==> src/rtl/gt_rx_word_aligner_pkg.sv <==
// Shared GT/PHY definitions for the RX word aligner: comma value, lock states, lane type.
package gt_rx_word_aligner_pkg;

  localparam logic [7:0] K28_5 = 8'hBC;

  typedef enum logic [1:0] {
    UNLOCKED = 2'd0,
    CHECK    = 2'd1,
    LOCKED   = 2'd2
  } lock_state_e;

  typedef logic [1:0] lane_t;

  // Lane index of a hit vector; only meaningful when exactly one bit is set.
  function automatic lane_t lane_of(input logic [3:0] hit);
    lane_t l;
    l = '0;
    for (int k = 0; k < 4; k++) begin
      if (hit[k]) l = lane_t'(k);
    end
    return l;
  endfunction

endpackage

==> src/rtl/gt_byte_rotator.sv <==
// Combinational 4-way byte/K-flag rotator: picks 4 consecutive bytes from {cur, prev}.
module gt_byte_rotator
  import gt_rx_word_aligner_pkg::*;
(
  input  logic [31:0] prev_data_i,
  input  logic [3:0]  prev_char_i,
  input  logic [31:0] cur_data_i,
  input  logic [3:0]  cur_char_i,
  input  lane_t       offset_i,
  output logic [31:0] data_o,
  output logic [3:0]  char_o
);

  logic [63:0] pair_data;
  logic [7:0]  pair_char;

  // Byte stream in arrival order: prev bytes 0..3, then cur bytes 0..3.
  assign pair_data = {cur_data_i, prev_data_i};
  assign pair_char = {cur_char_i, prev_char_i};

  assign data_o = pair_data[{1'b0, offset_i, 3'b000} +: 32];
  assign char_o = pair_char[{1'b0, offset_i} +: 4];

endmodule

==> src/rtl/gt_rx_word_aligner.sv <==
// GT RX word aligner: finds the K28.5 lane, rotates it into byte 0, tracks lock and loss.
module gt_rx_word_aligner
  import gt_rx_word_aligner_pkg::*;
#(
  parameter logic [7:0] COMMA_BYTE  = K28_5,
  parameter int         LOCK_CNT    = 4,
  parameter int         UNLOCK_CNT  = 4,
  parameter int         WDOG_CYCLES = 1024
) (
  input  logic        i_clk,
  input  logic        i_rst_n,
  input  logic        i_rx_done,
  input  logic [31:0] i_rx_data,
  input  logic [3:0]  i_rx_char,
  output logic [31:0] o_data,
  output logic [3:0]  o_char,
  output logic        o_valid,
  output logic        o_locked,
  output logic [1:0]  o_offset,
  output logic        o_realign,
  output logic [15:0] o_loss_cnt
);

  localparam int WD_W = $clog2(WDOG_CYCLES) + 1;

  lock_state_e     state_q, state_d;
  lane_t           offset_q, offset_d;
  logic [3:0]      good_q, good_d, bad_q, bad_d;
  logic [WD_W-1:0] wdog_q, wdog_d;
  logic [31:0]     d1_data_q, data_q, aligned_data;
  logic [3:0]      d1_char_q, char_q, aligned_char;
  logic [3:0]      hit;
  logic            single, at_off, loss;
  logic            valid_q, realign_q;
  logic [15:0]     loss_cnt_q;
  lane_t           hit_lane;

  // Comma detection is suppressed while the transceiver is not ready.
  always_comb begin
    hit = '0;
    for (int k = 0; k < 4; k++) begin
      hit[k] = i_rx_done & i_rx_char[k] & (i_rx_data[8*k +: 8] == COMMA_BYTE);
    end
  end

  assign single   = $onehot(hit);
  assign hit_lane = lane_of(hit);
  assign at_off   = (hit == (4'b0001 << offset_q));

  always_comb begin
    state_d  = state_q;
    offset_d = offset_q;
    good_d   = good_q;
    bad_d    = bad_q;
    wdog_d   = wdog_q;
    loss     = 1'b0;
    if (!i_rx_done) begin
      state_d = UNLOCKED;
      good_d  = '0;
      bad_d   = '0;
      wdog_d  = '0;
      loss    = (state_q == LOCKED);
    end else begin
      case (state_q)
        UNLOCKED: begin
          if (single) begin
            offset_d = hit_lane;
            good_d   = 4'd1;
            state_d  = CHECK;
          end
        end
        CHECK: begin
          if (single) begin
            if (hit_lane == offset_q) begin
              good_d = good_q + 4'd1;
              if (good_d == 4'(LOCK_CNT)) begin
                state_d = LOCKED;
                bad_d   = '0;
                wdog_d  = '0;
              end
            end else begin
              offset_d = hit_lane;
              good_d   = 4'd1;
            end
          end
        end
        LOCKED: begin
          if (at_off) begin
            bad_d  = '0;
            wdog_d = '0;
          end else begin
            wdog_d = wdog_q + WD_W'(1);
            if (|hit) bad_d = bad_q + 4'd1;
          end
          if (bad_d == 4'(UNLOCK_CNT) || wdog_d == WD_W'(WDOG_CYCLES - 1)) begin
            state_d = UNLOCKED;
            good_d  = '0;
            bad_d   = '0;
            wdog_d  = '0;
            loss    = 1'b1;
          end
        end
        default: state_d = UNLOCKED;
      endcase
    end
  end

  gt_byte_rotator u_rot (
    .prev_data_i (d1_data_q),
    .prev_char_i (d1_char_q),
    .cur_data_i  (i_rx_data),
    .cur_char_i  (i_rx_char),
    .offset_i    (offset_q),
    .data_o      (aligned_data),
    .char_o      (aligned_char)
  );

  always_ff @(posedge i_clk or negedge i_rst_n) begin
    if (!i_rst_n) begin
      state_q    <= UNLOCKED;
      offset_q   <= '0;
      good_q     <= '0;
      bad_q      <= '0;
      wdog_q     <= '0;
      d1_data_q  <= '0;
      d1_char_q  <= '0;
      data_q     <= '0;
      char_q     <= '0;
      valid_q    <= 1'b0;
      realign_q  <= 1'b0;
      loss_cnt_q <= '0;
    end else begin
      state_q   <= state_d;
      offset_q  <= offset_d;
      good_q    <= good_d;
      bad_q     <= bad_d;
      wdog_q    <= wdog_d;
      d1_data_q <= i_rx_done ? i_rx_data : '0;
      d1_char_q <= i_rx_done ? i_rx_char : '0;
      data_q    <= aligned_data;
      char_q    <= aligned_char;
      valid_q   <= (state_q == LOCKED);
      realign_q <= loss;
      if (loss && loss_cnt_q != 16'hFFFF) loss_cnt_q <= loss_cnt_q + 16'd1;
    end
  end

  assign o_data     = data_q;
  assign o_char     = char_q;
  assign o_valid    = valid_q;
  assign o_locked   = (state_q == LOCKED);
  assign o_offset   = offset_q;
  assign o_realign  = realign_q;
  assign o_loss_cnt = loss_cnt_q;

endmodule

==> config.mk <==
export PLATFORM = sky130hd
export DESIGN_NAME = gt_rx_word_aligner
export DESIGN_NICKNAME = d
export VERILOG_FILES = /design/src/rtl/gt_rx_word_aligner_pkg.sv /design/src/rtl/gt_byte_rotator.sv /design/src/rtl/gt_rx_word_aligner.sv
export SDC_FILE = /design/constraint.sdc
export NUM_CORES = 1
export LEC_CHECK = 0
export BUFFER_PORTS_ARGS = -buffer_cell sky130_fd_sc_hd__buf_2
export CORE_MARGIN = 1
export CORE_UTILIZATION = 30
export DETAILED_ROUTE_END_ITERATION = 6
export PLACE_DENSITY = 0.58
export SLEW_MARGIN = 20
export SYNTH_ARGS = -nofsm -noshare
export SYNTH_HDL_FRONTEND = slang
export SYNTH_HIERARCHICAL = 1
export SYNTH_SLANG_ARGS = --single-unit
==> constraint.sdc <==
create_clock -name i_clk -period 2.65 [get_ports i_clk]
set_clock_uncertainty 0.1 [all_clocks]
set_input_delay 0.53 -clock i_clk [delete_from_list [all_inputs] [get_ports i_clk]]
set_output_delay 0.53 -clock i_clk [all_outputs]
set_load 0.1 [all_outputs]
==> results.yml <==
power_and_ir_drop:
  ir_drop_mv: 0.358
  p_total_mw: 5.22
  power.leakage_nw: 3.61
  power_density_mw_per_mm2: 678
worst_hold_path:
  holdCritPathClass: "in -> reg"
  min_path_cells: 2
yosys:
  synth_cells: 443
  synthTopCellsByCount: "dfrtp_1, and2_1, mux4_2"
  yosysMostFrequentCell: "dfrtp_1"
  synthArstFlopShare_pct: 100
  yosys_warnings: 6
  netlist-cell-type-count: 63
  synthTopCellsByArea: "dfrtp_1, mux4_2, and2_1"
  synthFlopType: "dfrtp_1"
  avgSynthCellArea_sq_um: 12.7
  synth_top_area_share_pct: 50.5
  synth_nets: 495
  yosys_register_bits: 113
  synth_area_sq_mm: 0.00560
  synth-edff-count: 0
  synth_top_cell_by_area: "dfrtp_1"
  synth_seq_area_share_pct: 50.5
clock_network:
  cts_tree: "built"
  clkLatencyLatePin_ns: 0.42
  clk_pin_slew_worst_paths_ns: 0.05
  cts_max_level: 4
  cts.path.max_buffers: 2
  root_buffer: "clkbuf_16"
  cts_buffers: 17
  clock_sinks: 113
worst_setup_path:
  worst_setup_path_start_kind: "input port"
  required_ns: 2.86
  r2r.worst_path.cells: 7
  crit_arrival_ns: 3.35
  crit_buf_inv: 3
  cp-end-kind: "flop"
  crit_cells: 14
  slowest_delay_ns: 0.47
  crit_type: "in -> reg"
  path_cells: "buf_2 > and4b_2 > and3_4 > inv_4 > fa_1 > inv_1 > ha_2 > ha_4 > nor3b_4 > nand2_2 > a21oi_4 > a31oi_4 > or2_4 > o41ai_2"
  crit_family: "simple AND/OR/NAND/NOR gates"
  crit_fanout: 5
  slowest_stage: "fa_1"
timing:
  setup_ws_ns: -0.491
  period_minus_slack_ns: 3.14
  rsz0062_at_grt: "yes"
  timing.slew.headroom_pct: 48.3
  slew_viol_final: 0
  setup_viol: 23
  fin_crit_sh_pct: 119
  hold_viol_final: 0
  worst_slew_pin_slew_ns: 0.767
  fmax_ghz: 0.318
global_routing:
  grt_pass1_wl_microns: 22800
  grt_start_max_net_pins: 102
  grt_pass1_vias: 4486
  overflow: 0
  antenna_found_initial: 0
  track_usage_pct: 15.0
placed_design:
  io_buffer_count: 95
  pre_cts_slack_ns: -0.986
  place_inst: 807
  place_area_sq_mm: 0.00676
  gp_congestion: 0.850
  hpwl_microns: 9640
routing:
  highest_layer: "met4"
  drt_iter0_markers: 266
  drt-vias-per-instance: 5.08
  wl_met2_microns: 6950
  routed-wl-met3_microns: 892
  wl_per_cell_microns: 16.3
  ant_nets: 0
  drt-met1-wl_microns: 5780
  drcViolationCount: 14
  firstDrtPassIters: 7
  wl_microns: 13800
  vias: 4312
layout:
  antenna_cells: 0
  final-instance-count-excl-fill: 849
  layout-drive-gt1-share_pct: 44.8
  design_area_sq_mm: 0.00770
  nNetsFinal: 659
  final_core_utilization_pct: 42.4
  area_growth_pct: 37.4
die:
  fp.dieW_microns: 139
  core_region_area_sq_mm: 0.0181
  dieHeight_microns: 139
  rows: 49
  design.die.area_sq_mm: 0.0192
  floorplan.initialDensity_pct: 30.9
  io_pins: 96
status:
  status: "complete, but fails checks"
  violations: "DRC, setup timing"
run:
  drv_cap: 0
==> final cells by class <==
| class | instances | area (sq um) |
|---|---|---|
| fillers | 1659 | 10400 |
| clock buffers | 19 | 443 |
| multi-input cells | 297 | 2810 |
| well taps | 229 | 287 |
| flip-flops and latches | 113 | 2840 |
| clock inverters | 13 | 208 |
| inverters | 16 | 63.8 |
| repair buffers | 162 | 1050 |
==> flip-flops by register name (all words and copies together), names as in the netlist <==
name        count
bad_q           4
d1_char_q       4
d1_data_q      32
good_q          4
o_char          4
o_data         32
o_loss_cnt     16
o_offset        2
o_realign       1
o_valid         1
state_q         2
wdog_q         11
==> power by group <==
group          switching, mW  internal (mW)
logic                  0.616          0.243
registers             0.0442           1.81
clock network          0.815           1.69
==> what timing repair did <==
action                     4_1_cts  5_1_grt
setup endpoints to repair       23       32
pin swaps                       16       10
resized for setup               18       28
hold endpoints to repair        12        0
hold buffers                     1        0
setup buffers                    6        3
cloned                           1        0
==> metrics by stage <==
| stage | setup TNS [ns] | hold slack, ns |
|---|---|---|
| floorplan | -11.28 | 0.134 |
| global placement | -22.75 | 0.288 |
| detailed placement | -25.04 | 0.292 |
| CTS | -8.37 | 0.202 |
| global route | -11.80 | 0.215 |
| finish | -9.24 | 0.217 |
==> final timing paths <==
kind | startpoint | endpoint | slack, ns
max reg2reg | state_q[0] | wdog_q[9] | 0.09
min in group asynchronous | i_rst_n | d1_data_q[29] | 0.40
min reg2reg | o_loss_cnt[6] | o_loss_cnt[6] | 0.38
min | i_rx_data[30] | d1_data_q[30] | 0.22
max in group asynchronous | i_rst_n | o_offset[0] | 1.23
max | i_rx_data[25] | wdog_q[9] | -0.49
==> logic make-up (layout without fill, tap and decap cells) <==
kind of cell	Yosys count	count (layout)	share of synthesized area, %
DFF	113	113	50.5
adders and majority gates	13	13	3.04
buffers and inverters	34	210	3.84
xor gates and xnor gates	19	19	2.97
and+or+nand+nor	165	165	16.7
AOI/OAI and AO/OA	57	58	7.01
muxes	42	42	16.0
==> layout by cell type, fill, tap and decap left out, types with 5 or more instances in the layout <==
cell,instances
nor2_1,23
buf_2,89
nand2_1,25
a21oi_1,5
o21ai_1,13
and2_1,37
xor2_1,15
nand2b_1,6
buf_4,62
clkbuf_16,17
nand3_1,11
dfrtp_1,107
bufinv_16,5
nor3_1,7
dfrtp_2,6
mux4_1,5
inv_1,14
ha_1,10
o21ai_0,5
buf_6,8
nand4_1,13
mux4_2,31
==> routing by layer <==
metal | vias up | track usage (%)
li1 | 1969 | -
met1 | 2189 | 18.1
met2 | 136 | 25.1
met3 | 18 | 4.94
met4 | 0 | 5.61
met5 | - | 0
(Power assumes the default switching activity.)
